### src/rtl/ball_position_buffer_if.sv
// Host write / commit port plus the double-buffered ball position outputs toward the display controller.
interface ball_position_buffer_if;
   logic        iEndFrame;
   logic        iWrValid;
   logic        oWrReady;
   logic [3:0]  iWrIdx;
   logic [9:0]  iWrX;
   logic [8:0]  iWrY;
   logic        iCommit;
   logic [9:0]  oX1, oX2, oX3, oX4, oX5, oX6, oX7, oX8, oX9, oX10;
   logic [8:0]  oY1, oY2, oY3, oY4, oY5, oY6, oY7, oY8, oY9, oY10;
   logic        oCommitDone;
   logic        oOverrun;
   logic [15:0] oFrameCnt;

   modport slave (
      input  iEndFrame, iWrValid, iWrIdx, iWrX, iWrY, iCommit,
      output oWrReady,
      output oX1, oX2, oX3, oX4, oX5, oX6, oX7, oX8, oX9, oX10,
      output oY1, oY2, oY3, oY4, oY5, oY6, oY7, oY8, oY9, oY10,
      output oCommitDone, oOverrun, oFrameCnt
   );

   modport master (
      output iEndFrame, iWrValid, iWrIdx, iWrX, iWrY, iCommit,
      input  oWrReady,
      input  oX1, oX2, oX3, oX4, oX5, oX6, oX7, oX8, oX9, oX10,
      input  oY1, oY2, oY3, oY4, oY5, oY6, oY7, oY8, oY9, oY10,
      input  oCommitDone, oOverrun, oFrameCnt
   );
endinterface

### src/rtl/ball_position_buffer.sv
// Shadow/active ball position banks; a commit is copied one entry per cycle starting the cycle after the next frame end.
// Writes are held off (oWrReady=0) from commit until the copy finishes; all outputs come straight from registers.
module ball_position_buffer (
   input  logic                          iCLK,
   input  logic                          iRST_n,
   ball_position_buffer_if.slave         bus
);

   typedef struct packed {
      logic [9:0] x;
      logic [8:0] y;
   } entry_t;

   typedef enum logic [1:0] {
      IDLE    = 2'd0,
      PENDING = 2'd1,
      COPY    = 2'd2
   } state_t;

   state_t      state_q, state_d;
   logic [3:0]  idx_q, idx_d;
   logic        done_q, done_d;
   logic        overrun_q, overrun_d;
   logic [15:0] frame_cnt_q;
   entry_t      shadow_q [10];
   entry_t      active_q [10];
   logic        wr_acc;

   // Out-of-range indices are still handshaked so the host never stalls on them.
   assign wr_acc = bus.iWrValid && (state_q == IDLE) && (bus.iWrIdx <= 4'd9);

   always_comb begin
      state_d   = state_q;
      idx_d     = idx_q;
      done_d    = 1'b0;
      overrun_d = overrun_q;
      case (state_q)
         IDLE: begin
            if (bus.iCommit) state_d = PENDING;
         end
         PENDING: begin
            if (bus.iCommit) overrun_d = 1'b1;
            if (bus.iEndFrame) begin
               state_d = COPY;
               idx_d   = 4'd0;
            end
         end
         COPY: begin
            if (bus.iCommit) overrun_d = 1'b1;
            idx_d = idx_q + 4'd1;
            if (idx_q == 4'd9) begin
               state_d = IDLE;
               idx_d   = 4'd0;
               done_d  = 1'b1;
            end
         end
         default: state_d = IDLE;
      endcase
   end

   always_ff @(posedge iCLK or negedge iRST_n) begin
      if (!iRST_n) begin
         state_q   <= IDLE;
         idx_q     <= 4'd0;
         done_q    <= 1'b0;
         overrun_q <= 1'b0;
      end else begin
         state_q   <= state_d;
         idx_q     <= idx_d;
         done_q    <= done_d;
         overrun_q <= overrun_d;
      end
   end

   always_ff @(posedge iCLK or negedge iRST_n) begin
      if (!iRST_n) begin
         frame_cnt_q <= 16'd0;
      end else if (bus.iEndFrame) begin
         frame_cnt_q <= frame_cnt_q + 16'd1;
      end
   end

   always_ff @(posedge iCLK or negedge iRST_n) begin
      if (!iRST_n) begin
         for (int i = 0; i < 10; i++) begin
            shadow_q[i] <= '0;
            active_q[i] <= '0;
         end
      end else begin
         if (wr_acc) shadow_q[bus.iWrIdx] <= '{x: bus.iWrX, y: bus.iWrY};
         if (state_q == COPY) active_q[idx_q] <= shadow_q[idx_q];
      end
   end

   assign bus.oWrReady    = (state_q == IDLE);
   assign bus.oCommitDone = done_q;
   assign bus.oOverrun    = overrun_q;
   assign bus.oFrameCnt   = frame_cnt_q;

   assign bus.oX1  = active_q[0].x;  assign bus.oY1  = active_q[0].y;
   assign bus.oX2  = active_q[1].x;  assign bus.oY2  = active_q[1].y;
   assign bus.oX3  = active_q[2].x;  assign bus.oY3  = active_q[2].y;
   assign bus.oX4  = active_q[3].x;  assign bus.oY4  = active_q[3].y;
   assign bus.oX5  = active_q[4].x;  assign bus.oY5  = active_q[4].y;
   assign bus.oX6  = active_q[5].x;  assign bus.oY6  = active_q[5].y;
   assign bus.oX7  = active_q[6].x;  assign bus.oY7  = active_q[6].y;
   assign bus.oX8  = active_q[7].x;  assign bus.oY8  = active_q[7].y;
   assign bus.oX9  = active_q[8].x;  assign bus.oY9  = active_q[8].y;
   assign bus.oX10 = active_q[9].x;  assign bus.oY10 = active_q[9].y;

endmodule

### src/flat_wrapper.sv
// flat-port wrapper written by rule: the top's interface ports become plain ports
module ball_position_buffer_flat 
  (iCLK, iRST_n, bus_iEndFrame, bus_iWrValid, bus_iWrIdx, bus_iWrX, bus_iWrY, bus_iCommit, bus_oWrReady, bus_oX1, bus_oX2, bus_oX3, bus_oX4, bus_oX5, bus_oX6, bus_oX7, bus_oX8, bus_oX9, bus_oX10, bus_oY1, bus_oY2, bus_oY3, bus_oY4, bus_oY5, bus_oY6, bus_oY7, bus_oY8, bus_oY9, bus_oY10, bus_oCommitDone, bus_oOverrun, bus_oFrameCnt);
  ball_position_buffer_if bus_i ();
  input  logic iCLK;
  input  logic iRST_n;
  input wire logic [$bits(bus_i.iEndFrame)-1:0] bus_iEndFrame;
  input wire logic [$bits(bus_i.iWrValid)-1:0] bus_iWrValid;
  input wire logic [$bits(bus_i.iWrIdx)-1:0] bus_iWrIdx;
  input wire logic [$bits(bus_i.iWrX)-1:0] bus_iWrX;
  input wire logic [$bits(bus_i.iWrY)-1:0] bus_iWrY;
  input wire logic [$bits(bus_i.iCommit)-1:0] bus_iCommit;
  output wire logic [$bits(bus_i.oWrReady)-1:0] bus_oWrReady;
  output wire logic [$bits(bus_i.oX1)-1:0] bus_oX1;
  output wire logic [$bits(bus_i.oX2)-1:0] bus_oX2;
  output wire logic [$bits(bus_i.oX3)-1:0] bus_oX3;
  output wire logic [$bits(bus_i.oX4)-1:0] bus_oX4;
  output wire logic [$bits(bus_i.oX5)-1:0] bus_oX5;
  output wire logic [$bits(bus_i.oX6)-1:0] bus_oX6;
  output wire logic [$bits(bus_i.oX7)-1:0] bus_oX7;
  output wire logic [$bits(bus_i.oX8)-1:0] bus_oX8;
  output wire logic [$bits(bus_i.oX9)-1:0] bus_oX9;
  output wire logic [$bits(bus_i.oX10)-1:0] bus_oX10;
  output wire logic [$bits(bus_i.oY1)-1:0] bus_oY1;
  output wire logic [$bits(bus_i.oY2)-1:0] bus_oY2;
  output wire logic [$bits(bus_i.oY3)-1:0] bus_oY3;
  output wire logic [$bits(bus_i.oY4)-1:0] bus_oY4;
  output wire logic [$bits(bus_i.oY5)-1:0] bus_oY5;
  output wire logic [$bits(bus_i.oY6)-1:0] bus_oY6;
  output wire logic [$bits(bus_i.oY7)-1:0] bus_oY7;
  output wire logic [$bits(bus_i.oY8)-1:0] bus_oY8;
  output wire logic [$bits(bus_i.oY9)-1:0] bus_oY9;
  output wire logic [$bits(bus_i.oY10)-1:0] bus_oY10;
  output wire logic [$bits(bus_i.oCommitDone)-1:0] bus_oCommitDone;
  output wire logic [$bits(bus_i.oOverrun)-1:0] bus_oOverrun;
  output wire logic [$bits(bus_i.oFrameCnt)-1:0] bus_oFrameCnt;
  assign bus_i.iEndFrame = bus_iEndFrame;
  assign bus_i.iWrValid = bus_iWrValid;
  assign bus_i.iWrIdx = bus_iWrIdx;
  assign bus_i.iWrX = bus_iWrX;
  assign bus_i.iWrY = bus_iWrY;
  assign bus_i.iCommit = bus_iCommit;
  assign bus_oWrReady = bus_i.oWrReady;
  assign bus_oX1 = bus_i.oX1;
  assign bus_oX2 = bus_i.oX2;
  assign bus_oX3 = bus_i.oX3;
  assign bus_oX4 = bus_i.oX4;
  assign bus_oX5 = bus_i.oX5;
  assign bus_oX6 = bus_i.oX6;
  assign bus_oX7 = bus_i.oX7;
  assign bus_oX8 = bus_i.oX8;
  assign bus_oX9 = bus_i.oX9;
  assign bus_oX10 = bus_i.oX10;
  assign bus_oY1 = bus_i.oY1;
  assign bus_oY2 = bus_i.oY2;
  assign bus_oY3 = bus_i.oY3;
  assign bus_oY4 = bus_i.oY4;
  assign bus_oY5 = bus_i.oY5;
  assign bus_oY6 = bus_i.oY6;
  assign bus_oY7 = bus_i.oY7;
  assign bus_oY8 = bus_i.oY8;
  assign bus_oY9 = bus_i.oY9;
  assign bus_oY10 = bus_i.oY10;
  assign bus_oCommitDone = bus_i.oCommitDone;
  assign bus_oOverrun = bus_i.oOverrun;
  assign bus_oFrameCnt = bus_i.oFrameCnt;
  ball_position_buffer u_core (.iCLK(iCLK), .iRST_n(iRST_n), .bus(bus_i));
endmodule
### config.mk
export PLATFORM = sky130hd
export DESIGN_NAME = ball_position_buffer_flat
export DESIGN_NICKNAME = d
export VERILOG_FILES = /design/src/rtl/ball_position_buffer_if.sv /design/src/rtl/ball_position_buffer.sv /design/src/flat_wrapper.sv
export SDC_FILE = /design/constraint.sdc
export NUM_CORES = 1
export LEC_CHECK = 0
export CAP_MARGIN = 25
export CORE_MARGIN = 2
export CORE_UTILIZATION = 40
export DETAILED_ROUTE_END_ITERATION = 12
export GPL_ROUTABILITY_DRIVEN = 0
export MAX_ROUTING_LAYER = met4
export PLACE_DENSITY = 0.72
export SYNTH_ARGS = -nofsm -noshare
export SYNTH_HDL_FRONTEND = slang
export SYNTH_SLANG_ARGS = --single-unit
### constraint.sdc
create_clock -name iCLK -period 3.26 [get_ports iCLK]
set_clock_uncertainty 0.2 [all_clocks]
set_input_delay 0.652 -clock iCLK [delete_from_list [all_inputs] [get_ports iCLK]]
set_output_delay 0.652 -clock iCLK [all_outputs]
set_load 0.02 [all_outputs]
==> impl_results.md, run 1 <==
- Status: finished, final reports clean
- GRT Max-Usage Layer: met2
- Die area: 44400 µm²
- Hpwl dp: about 26 mm
- Initial cell density of the core: 40.7%
- DRC viols: 0
- Clk buf depth: 3
- Core box area: between 40000 and 50000 µm²
- Max Cap Viol: 0
- Post-CTS setup buffer count: 0
- Final setup violating endpoints: 0
- CTS sink cnt: 404
- RSZ-0062 raised after global routing: no
- Drt first pass iters: 4
- PwrDens: between 800 and 900 nW/µm²
- Initial antenna violation count: 0
- Clock root cell: clkbuf_16
- Vias after detailed routing: between 10000 and 15000
- Place WS: ~400 ps
- Share of layout cells above drive strength 1: between 30% and 40%
- Num CTS Buffers: 43
- Hold WC Path Type: reg2reg
- Mapped cell area: about 17000 µm²
- Yosys reg bits: between 400 and 500
- Worst endpoint data arrival time: 2020 ps
- Max Clk Rate: around 350 MHz
- Most frequent cells in the layout: dfrtp_1, mux2_2, clkdlybuf4s50_1, mux2i_1, clkbuf_16
- H-tree depth: 2
- Reg2reg path depth: 5
- Fin Setup TNS: 0 ps
- Worst Setup SP: u_core.state_q[0]$_DFFE_PN0P_
- Number of flip-flops in the largest register: 190
- Total congestion overflow: 0
- Least-Margin Pin Slew: 917 ps
- Ports: 237
- Final slew viol count: 0
- First-pass GRT wire length: roughly 62 mm
- Largest net degree at the start of global routing: between 80 and 90
- Worst skew pair latency: 570 ps
- IO Port Bufs: between 200 and 250
- Commonest non-fill, non-tap cell in the layout: dfrtp_1
- Launch point of the worst reg-to-reg path: u_core.idx_q[0]$_DFFE_PN0P_
- Hold Fails Final Rpt: 0
- Met1 GRT Util: approximately a quarter
- Rel. slew slack: approximately two fifths
- Crit path kind: reg2out
- Biggest register: u_core.shadow_q
- Antenna cell count: 0
- Vias per Instance: roughly 5.2
- CTS clock-pin slew for the worst setup and hold paths: 60 ps
- WL/cell: ~20 µm
- CTS tree: yes
- Met3 GRT Util: about 4.1%
- Final worst slack: ~400 ps
- Req. time, crit path: 2410 ps
- Final period util: 88.0%
- Die Y: 211 µm
- DR iter-0 viols: 405
- Worst vdd ir: between 0.5 and 0.6 mV
- Mapped Cells: about 1100
- Post-layout min period: between 2000 and 3000 ps
- Resized cells post-CTS: 0
- Cell row count: between 70 and 80
- Crit end category: primary output
- ANT nets after route: 0
- Vias in the first global route: 10600
- Horiz. Die Dim: between 200 and 250 µm
- CP startpoint kind: flip-flop
- Area delta synth->final: 25.4%
- Hold Crit Depth: 1
- Total power: ~0.018 W
- Met2 Usage GRT: between 20% and 30%
- Yosys warns: 0
- Post-Syn Nets: 1151
- Pleak: 9.88 nW
- Cell variety after synth: 44
- Final wirelength: between 30 and 40 mm
- Register area share after synthesis: around three fifths
- Tot GR Track Use: a little under a fifth
- Nets: between 1000 and 1500
- Crit-path max FO: 4
- Syn_area_per_cell: around 15 µm²
- Worst min-delay path startpoint: u_core.bus.oOverrun$_DFFE_PN0P_
-- kinds of logic (layout without fill, tap and decap cells) --
kind of cell / Yosys count / count (layout) / synth area share, %
xor gates and xnor gates: 15 / 15 / 0.768
muxes: 479 / 479 / 31.5
DFF: 404 / 404 / 59.1
AOI/OAI and AO/OA: 49 / 49 / 2.76
adders and majority gates: 6 / 6 / 0.439
and+or+nand+nor: 89 / 89 / 2.94
buffers and inverters: 75 / 355 / 2.44
-- area by class of cell --
type	count	area (µm²)
Sequential cell	404	10100
Tap cell	539	674
Clock inverter	14	128
Clock buffer	61	1180
Inverter	6	22.5
Timing Repair Buffer	274	2740
Fill cell	3554	20600
Multi-Input combinational cell	638	6590
-- Yosys cell counts, drive strengths merged --
library cell    n  area share, %
dfrtp         404             59
o31ai           1          0.044
or4             1          0.044
nor3b           1          0.044
nand2          19           0.46
a22o            1          0.051
a31oi           1          0.037
a21oi           2          0.059
ha              6           0.44
and4            1          0.051
mux2          421             28
nand4           3           0.20
o22ai          20           0.73
nand3b          3           0.13
xor2            4           0.20
nor2           33           0.80
mux2i          58            3.4
a221oi         19            1.7
or2             1          0.037
o21ai           3          0.088
xnor2          11           0.56
or3             1          0.037
nand3           7           0.26
nand2b          4           0.15
clkbuf          3          0.066
nor2b           3           0.11
and3            6           0.22
nor3            3           0.12
a21o            2          0.088
nor4            3           0.29
inv             6           0.13
buf            66            2.2
-- through the flow --
stage / cell area (µm²) / std cells / utilization (%) / hold slack (ps)
finish: 21500 / 1936 / 51.0 / 253
global route: 21500 / 1936 / 51.0 / 279
CTS: 21500 / 1936 / 51.0 / 257
detailed placement: 20100 / 1860 / 47.9 / 244
global placement: 20100 / 1860 / 47.9 / 240
floorplan: 17100 / 1117 / - / 156
-- metal layers --
| layer | part of all wire (%) | wire [µm] |
|---|---|---|
| met5 | 0 | 0 |
| met3 | 5.5 | 2130 |
| met1 | 46 | 17900 |
| met2 | 46 | 18000 |
| met4 | 2.2 | 842 |
-- repair_timing --
item | CTS | global route
hold buffers | 1 | 0
setup endpoints to repair | 0 | 0
hold endpoints to repair | 73 | 0
-- where the power goes --
group	leakage (nW)	internal, W	switching (W)
clock network	0.632	0.00262	0.00198
logic	3.87	0.00318	0.00309
registers	5.38	0.00662	0.000894
-- worst max-delay path, stage by stage (launching register included) --
cell and delay [ps]:
dfrtp_1 400, inv_1 110, ha_1 280, clkdlybuf4s50_1 650
-- final timing paths --
path | slack, ps | endpoint
min | 250 | u_core.bus.oOverrun$_DFFE_PN0P_
max reg2reg | 610 | u_core.bus.oX8[8]$_DFFE_PN0P_
min in group asynchronous | 470 | u_core.bus.oX9[1]$_DFFE_PN0P_
max in group asynchronous | 1500 | u_core.bus.oY3[7]$_DFFE_PN0P_
min reg2reg | 250 | u_core.bus.oOverrun$_DFFE_PN0P_
max | 390 | bus_oWrReady
Power figures use the tool's default switching activity.
==> run 2: changes to the inputs <==
CAP_MARGIN = 10   (was 25)
SLEW_MARGIN = 0   (was not set)
==> results of run 2 <==
Final layout, timing and power as in run 1 (identical DEF).
==> run 3: changes to the inputs <==
CAP_MARGIN = not set   (was 10)
==> results of run 3 <==
Final layout, timing and power as in run 1 (identical DEF).
